--- src/rtl/conv_frame_ctrl.sv ---
// conv_frame_ctrl: frame sequencer for the 3x3 Sobel convolution datapath.
// Feeds a raster pixel stream into the convolution, flushes its line buffers with zeros,
// keeps only results whose window lies fully inside the frame and tags them with (row,col).
module conv_frame_ctrl #(
    parameter int unsigned N          = 3,
    parameter int unsigned DATA_WIDTH = 12,
    parameter int unsigned IMG_W      = 640,
    parameter int unsigned IMG_H      = 480,
    parameter int unsigned LAT_PIX    = IMG_W * (N - 1) + N - 1
) (
    input  logic                     i_clk,
    input  logic                     i_rst_n,
    input  logic                     i_start,
    input  logic                     i_pix_valid,
    input  logic [DATA_WIDTH-1:0]    i_pix,
    output logic                     o_pix_ready,
    output logic                     o_conv_en,
    output logic [DATA_WIDTH-1:0]    o_conv_val,
    input  logic                     i_conv_valid,
    input  logic [DATA_WIDTH+2:0]    i_conv_val,
    output logic                     o_res_valid,
    output logic [DATA_WIDTH+2:0]    o_res,
    output logic [$clog2(IMG_H)-1:0] o_res_row,
    output logic [$clog2(IMG_W)-1:0] o_res_col,
    output logic                     o_busy,
    output logic                     o_frame_done
);

    localparam int unsigned RW      = $clog2(IMG_H);
    localparam int unsigned CW      = $clog2(IMG_W);
    localparam int unsigned NPIX    = IMG_W * IMG_H;
    localparam int unsigned ADV_SAT = LAT_PIX + NPIX;
    localparam int unsigned PW      = $clog2(NPIX + 1);
    localparam int unsigned FW      = $clog2(LAT_PIX + 1);
    localparam int unsigned AW      = $clog2(ADV_SAT + 1);

    localparam logic [PW-1:0] PIX_LAST  = PW'(NPIX - 1);
    localparam logic [FW-1:0] FLUSH_END = FW'(LAT_PIX);
    localparam logic [AW-1:0] ADV_PRIME = AW'(LAT_PIX);
    localparam logic [AW-1:0] ADV_END   = AW'(ADV_SAT);
    localparam logic [RW-1:0] ROW_MIN   = RW'(N - 1);
    localparam logic [RW-1:0] ROW_LAST  = RW'(IMG_H - 1);
    localparam logic [CW-1:0] COL_MIN   = CW'(N - 1);
    localparam logic [CW-1:0] COL_LAST  = CW'(IMG_W - 1);

    typedef enum logic [1:0] {StIdle, StRun, StFlush, StDone} state_e;

    state_e          state_q, state_d;
    logic [PW-1:0]   pix_cnt_q;
    logic [FW-1:0]   flush_cnt_q;
    logic [AW-1:0]   adv_cnt_q;
    logic [RW-1:0]   row_q;
    logic [CW-1:0]   col_q;
    logic            start_frame;
    logic            adv_live;
    logic            adv_past_prime;
    logic            keep;

    assign start_frame    = (state_q == StIdle) && i_start;
    // Pulses after saturation or outside a frame are not part of this frame's result stream.
    assign adv_live       = (state_q != StIdle) && i_conv_valid && (adv_cnt_q != ADV_END);
    assign adv_past_prime = adv_cnt_q >= ADV_PRIME;
    assign keep           = adv_live && adv_past_prime && (row_q >= ROW_MIN) && (col_q >= COL_MIN);

    assign o_busy       = (state_q != StIdle);
    assign o_frame_done = (state_q == StDone);

    // State register.
    always_ff @(posedge i_clk or negedge i_rst_n) begin
        if (!i_rst_n) begin
            state_q <= StIdle;
        end else begin
            state_q <= state_d;
        end
    end

    // Next-state and convolution-side drive.
    always_comb begin
        state_d     = state_q;
        o_pix_ready = 1'b0;
        o_conv_en   = 1'b0;
        o_conv_val  = '0;
        case (state_q)
            StIdle: begin
                if (i_start) state_d = StRun;
            end
            StRun: begin
                o_pix_ready = 1'b1;
                o_conv_en   = i_pix_valid;
                o_conv_val  = i_pix;
                if (i_pix_valid && (pix_cnt_q == PIX_LAST)) state_d = StFlush;
            end
            StFlush: begin
                o_conv_en = (flush_cnt_q != FLUSH_END);
                // Leave only once the final result pulse has been registered.
                if ((flush_cnt_q == FLUSH_END) && (adv_cnt_q == ADV_END)) state_d = StDone;
            end
            StDone: begin
                state_d = StIdle;
            end
            default: begin
                state_d = StIdle;
            end
        endcase
    end

    // Pixel and flush advance counters.
    always_ff @(posedge i_clk or negedge i_rst_n) begin
        if (!i_rst_n) begin
            pix_cnt_q   <= '0;
            flush_cnt_q <= '0;
        end else if (start_frame) begin
            pix_cnt_q   <= '0;
            flush_cnt_q <= '0;
        end else begin
            if ((state_q == StRun) && i_pix_valid) pix_cnt_q <= pix_cnt_q + PW'(1);
            if ((state_q == StFlush) && o_conv_en) flush_cnt_q <= flush_cnt_q + FW'(1);
        end
    end

    // Result-pulse counter and bottom-right (row,col) tracker for the current window.
    always_ff @(posedge i_clk or negedge i_rst_n) begin
        if (!i_rst_n) begin
            adv_cnt_q <= '0;
            row_q     <= '0;
            col_q     <= '0;
        end else if (start_frame) begin
            adv_cnt_q <= '0;
            row_q     <= '0;
            col_q     <= '0;
        end else if (adv_live) begin
            adv_cnt_q <= adv_cnt_q + AW'(1);
            if (adv_past_prime) begin
                if (col_q == COL_LAST) begin
                    col_q <= '0;
                    if (row_q != ROW_LAST) row_q <= row_q + RW'(1);
                end else begin
                    col_q <= col_q + CW'(1);
                end
            end
        end
    end

    // Registered result outputs.
    always_ff @(posedge i_clk or negedge i_rst_n) begin
        if (!i_rst_n) begin
            o_res_valid <= 1'b0;
            o_res       <= '0;
            o_res_row   <= '0;
            o_res_col   <= '0;
        end else begin
            o_res_valid <= keep;
            if (keep) begin
                o_res     <= i_conv_val;
                o_res_row <= row_q - ROW_MIN;
                o_res_col <= col_q - COL_MIN;
            end
        end
    end

endmodule

--- config.mk ---
export PLATFORM = sky130hd
export DESIGN_NAME = conv_frame_ctrl
export DESIGN_NICKNAME = d
export VERILOG_FILES = /design/src/rtl/conv_frame_ctrl.sv
export SDC_FILE = /design/constraint.sdc
export NUM_CORES = 1
export LEC_CHECK = 0
export CAP_MARGIN = 20
export CELL_PAD_IN_SITES_DETAIL_PLACEMENT = 0
export CELL_PAD_IN_SITES_GLOBAL_PLACEMENT = 2
export CORE_MARGIN = 1.5
export CORE_UTILIZATION = 36
export CTS_BUF_LIST = sky130_fd_sc_hd__clkbuf_2
export DETAILED_ROUTE_END_ITERATION = 16
export PLACE_DENSITY_LB_ADDON = 0.1
export SYNTH_ARGS = -nofsm -noshare
export SYNTH_HDL_FRONTEND = slang
export SYNTH_SLANG_ARGS = --single-unit
--- constraint.sdc ---
create_clock -name i_clk -period 3.14 [get_ports i_clk]
set_clock_uncertainty 0.05 [all_clocks]
set_input_delay 0.628 -clock i_clk [delete_from_list [all_inputs] [get_ports i_clk]]
set_output_delay 0.628 -clock i_clk [all_outputs]
set_load 0.01 [all_outputs]
Word-level counts from Yosys, hierarchy flattened
Cells that the tools add are included.

storage, ports and cells
  bits of input ports = 32
  word-level logic and storage cells = 76
  register bits = 105

operators by class
  eq/ne operators = 13
  add/subtract/negate cells = 7
  $lt $le $gt $ge = 3
  reduce and logical (&&, ||, !) cells = 21
  muxes and demuxes = 22

operators by type and width
  operator               number
  $mux 19                4
  $mux 9                 5
  $mux 10                4
  $add 19x1->19 const B  2
  $eq 19x19->1 const B   2
  $mux 11                2
  $ge 19x11->1 const B   1
  $ne 19x19->1 const B   1
  $reduce_bool 2->1      7
  $mux 12                1
  $add 11x1->11 const B  1
  $eq 11x11->1 const B   1
  $ne 11x11->1 const B   1
  $add 10x1->10 const B  1
  $eq 10x10->1 const B   1
  $ge 10x2->1 const B    1
  $logic_and 1x1->1      10
  $sub 10x2->10 const B  1
  $add 9x1->9 const B    1
  $ge 9x2->1 const B     1
  $ne 9x9->1 const B     1
  $sub 9x2->9 const B    1
  $pmux 2 s4             1
  $mux 2                 3
  other kinds (9)        12

Logic depth before layout (Yosys ltp)
  depth in word-level cells = 6
  gate-level depth with buffers = 9
  mapped depth without buffers = 7

Worst setup path after synthesis
No wires, ideal clock.

  path kind = register -> register
  start point = register state_q[0]
  end point = register o_res[0]
  required time = 2.965 ns
  library setup time = 0.125 ns
  slack = 0.928 ns
  cell stages (with the launch flop) = 9
  arrival time = 2.037 ns
  cells stage by stage = dfrtp_1 > inv_1 > ha_1 > nor2b_1 > clkbuf_1 > o21ai_4 > nor3_4 > buf_6 > mux2_4

on the way
  longest elaborated chain between the ends = 6

RTL lines
  item                            line  source
  start: declaration              48    state_e state_q, state_d;
  start signal: assignment        71    state_q <= StIdle;
  start signal: assignment        73    state_q <= state_d;
  $reduce_bool 2->1               61    assign adv_live = (state_q != StIdle) && i_conv_valid && (adv_cnt_q != ADV_END);
  $logic_and 1x1->1 (2 in a row)  61
  $logic_and 1x1->1 (3 in a row)  63    assign keep = adv_live && adv_past_prime && (row_q >= ROW_MIN) && (col_q >= COL_MIN);
  end signal: assignment          154   o_res <= i_conv_val;
  end: declaration                22    output logic [DATA_WIDTH+2:0] o_res,

Every way passes these cells.
A chain may end at the register's enable or synchronous reset.

Final worst setup path
  start point = register state_q[1]
  end point = output o_conv_val[8]

on the way
  longest elaborated chain between the ends = 2

RTL lines
  item              line  source
  $eq 2x1->1        83    case (state_q)
  $mux 12           83
  end: declaration  18    output logic [DATA_WIDTH-1:0] o_conv_val,

Every way passes these cells.

==> results by stage <==
Clock network:
- CTS placed an instance of clkbuf_2 at the clock tree root.
- The total clock sinks is between 100 and 150.
- TritonCTS built the clock tree.
- The clock reaches the later pin of the worst-skew pair after 0.61 ns.
- In this run the deepest clock path goes through 2 buffers.
- The H-tree was split into 3 levels.
- The clock-pin slew on the worst setup and hold paths is ~0.28 ns.
- The clock buffer count from CTS is 9.

GRT:
- Entering global routing, the biggest net connects between 40 and 50 pins.
- The aggregate global routing overflow is 0.
- The via count of the first global-routing pass is between 4000 and 5000.
- The global-route usage over all layers is between 10% and 20%.
- The number of antenna violations at the first check in global routing came to 1.
- The global-route wire length before repair is between 20000 and 25000 um.

Logic synthesis:
- The largest family of logic cells by synthesized area is simple AND/OR/NAND/NOR gates.
- The number of flops mapped to enable cells by yosys is 0.
- In this run, synthesis produced a sequential element count of ~110.
- After synthesis, the mean cell area works out to between 10 and 15 sq um.
- The xor and xnor area share after synthesis is 7.92%.
- Multiplexer cells account for under 10% of the synthesized area.
- The dominant register cell in the synthesized netlist is dfrtp_1.
- The share of synthesized area occupied by flip-flops and latches is a little under half.
- The instance count of the mapped netlist is between 500 and 600.
- In this run, distinct cell masters in the synthesized netlist total 57.
- The number of nets in the synthesized netlist is 604.
- The fraction of the mapped netlist area in simple logic gates is between 20% and 30%.
- For this run, the number of Yosys warnings is 0.
- The synthesized netlist devotes roughly 7.3% of its cell area to compound gates.
- In the synthesized netlist the async set-or-reset flop fraction comes to between 90% and 100%.
- Of the total synthesized cell area, the portion taken by full adders, half adders and majority gates is 3.92%.
- In this run the cell area of the synthesized design comes to about 5700 sq um.

Cells and area:
- The most common cell after layout, fill and taps aside is dfrtp_1.
- The net count of the finished layout is between 600 and 700.
- After filler insertion, the fill cell instance count of the layout stands at 1549.
- The top cell types in the final layout, fill and taps aside, are dfrtp_1 (102), clkdlybuf4s50_1 (80), nor2_1 (53).
- The layout-stage area growth over the synthesis result is 21.4%.
- The share of the core filled with cells is 44.4%.
- The number of standard cells in the final layout excluding fillers is between 800 and 900.
- The post-route netlist has between 10% and 20% of its cells at a drive strength greater than 1.

Timing:
- The shortest period the worst path allows is just under 3 ns.
- The tightest slew margin relative to the limit is 50.6%.
- The final-report setup violation count is 0.
- Derived from the worst setup path, the maximum achievable clock frequency is approximately 0.34 GHz.
- The final total negative setup slack is 0 ns.
- The final-report hold violation count is 0.
- The final critical path takes up 93.3% of the cycle.
- The post-route worst hold slack is between 0.4 and 0.5 ns.
- The transition time of the tightest slew-check pin is around 0.74 ns.
- Setup repair after global routing left no endpoint under its margin.
- The number of max-slew violations in the final report was 0.

Floorplanning:
- The count of standard-cell rows is 46.
- The core outline area is around 16000 sq um.
- Measured along the x axis, the die boundary spans approximately 130 um.
- The effective utilization at floorplan is 36.6%.
- The die covers approximately 17000 sq um.
- The die is roughly 130 um tall.
- For this design the top-level I/O count stands at 83.

Setup path:
- The path type of the worst setup path is reg2out.
- The largest fanout of any net on the critical path is 16.
- The most critical setup path has its endpoint at o_conv_val[8].
- In this run the worst setup path begins at state_q[1]$_DFFE_PN0P_.
- The data arrival time of the worst path is 2.25 ns.
- STA classifies the critical path startpoint as a flip-flop.
- The worst register-to-register path ends at o_res[11]$_DFFE_PN0P_.
- STA classifies the critical path endpoint as an output port.
- Measured in cells, the most critical reg-to-reg path has a length of 8.
- The startpoint of the lowest-slack register-to-register path is adv_cnt_q[0]$_DFFE_PN0P_.
- The worst-case register-to-register setup slack is ~0.57 ns.
- For the worst setup path, the data required time is around 2.5 ns.

Power and ir drop:
- IR analysis of the VDD net gives a maximum drop of 0.132 mV.
- The power per standard cell area is about 340 nW/um^2.
- The total power after layout is between 2000 and 2500 uW.
- The leakage power summed over all cells is around 0.003 uW.

Job:
- The total of max-cap violations is 0.

Worst hold path:
- The tightest min-delay check is of the in2async type.

Placement:
- The count of buffers added on input and output ports is ~80.
- The wire-length estimate of the detail-placed layout is about 8800 um.
- The global placement routability congestion is ~0.75.
- The placed cell count is between 800 and 900.

Route:
- The violation count after the first detailed-routing iteration is 168.
- In this run the remaining antenna-violating nets after routing total 0.
- The remaining routing DRC violations is 0.
- The number of vias after detailed routing is 4260.
- The number of iterations in the first detailed-routing pass is 4.
- The ratio of routed vias to standard cells is 4.97.
- The average detailed-routed wire length per instance is approximately 15 um.
- Wires add up to 12700 um.

Outcome:
- The run finished with clean final reports.
[report_power, final]
group / total, uW / internal, uW / switching (uW) / leakage (uW)
logic: 287 / 143 / 143 / 0.00160
clock network: 590 / 112 / 479 / 0.0000603
registers: 1500 / 1420 / 78.6 / 0.00141
[cell usage after synthesis (17+ instances only)]
cell / n / share of area [%]
dfrtp_1: 105 / 46
nor2_1: 53 / 3.5
xor2_1: 35 / 5.3
nand2_1: 33 / 2.2
nand3_1: 30 / 2.6
mux2_4: 26 / 6.8
and2_1: 22 / 2.4
inv_1: 21 / 1.4
ha_1: 18 / 3.9
nand4_1: 17 / 1.9
xnor2_1: 17 / 2.6
[timing repair]
action                                 4_1_cts  5_1_grt
resized for setup                            2        7
setup endpoints to repair                    1        1
endpoints found under the hold margin       43        0
hold buffers                                 1        0
buffers inserted                             0        3
[critical path: stages, from the launching register on]
cell and delay, ns:
dfrtp_1 0.48, inv_1 0.11, ha_1 0.19, buf_4 0.19
and2_1 0.13, clkdlybuf4s50_1 0.54
[how the worst min path moves through the flow]
stage / endpoint / slack [ns]
final: o_res[4]$_DFFE_PN0P_ / 0.46
after detailed placement: o_res[6]$_DFFE_PN0P_ / 0.44
after CTS: o_res[10]$_DFFE_PN0P_ / 0.41
after global routing: o_res[4]$_DFFE_PN0P_ / 0.42
after floorplan: adv_cnt_q[0]$_DFFE_PN0P_ / 0.28
after global placement: o_res_col[0]$_DFFE_PN0P_ / 0.44
[per-layer routing]
| layer | routed length [um] | vias up | track usage [%] |
|---|---|---|---|
| met1 | 6450 | 2065 | 22.9 |
| met2 | 5670 | 69 | 24.5 |
| met4 | 197 | 0 | 6.35 |
| met5 | 0 | - | 0 |
| met3 | 381 | 12 | 2.73 |
| li1 | - | 2114 | - |
[stage by stage]
step / setup slack, ns / instance area, sq um
floorplan: 0.928 / 5750
global placement: 0.262 / 6810
detailed placement: 0.277 / 6810
CTS: 0.0178 / 6920
global route: 0.0759 / 6980
finish: 0.211 / 6980
[layout make-up]
cell class	count	area [sq um]	share of cell area, %
Multi-Input combinational cell	401	2930	42.0
Timing Repair Buffer	98	968	13.9
Inverter	21	78.8	1.13
Sequential cell	105	2630	37.7
Clock inverter	6	42.5	0.610
Antenna cell	1	2.50	0.0359
Clock buffer	10	50.0	0.717
Tap cell	216	270	3.87
[kinds of logic (layout without fill, tap and decap cells)]
| logic type | Yosys count | count (layout) |
|---|---|---|
| AND/OR/NAND/NOR | 232 | 232 |
| flip-flops | 105 | 105 |
| AO/OA/AOI/OAI | 58 | 58 |
| XOR/XNOR | 52 | 52 |
| buffers and inverters | 48 | 135 |
| multiplexers | 41 | 41 |
| adder cells (fa/ha/maj) | 18 | 18 |
| other | 0 | 1 |
[flip-flops by register name (all words and copies together), names as in the netlist]
signal	cells
adv_cnt_q	19
pix_cnt_q	19
o_res	15
flush_cnt_q	11
col_q	10
o_res_col	10
o_res_row	9
row_q	9
state_q	2
o_res_valid	1
Note: power is estimated with default switching activity, not from simulation.
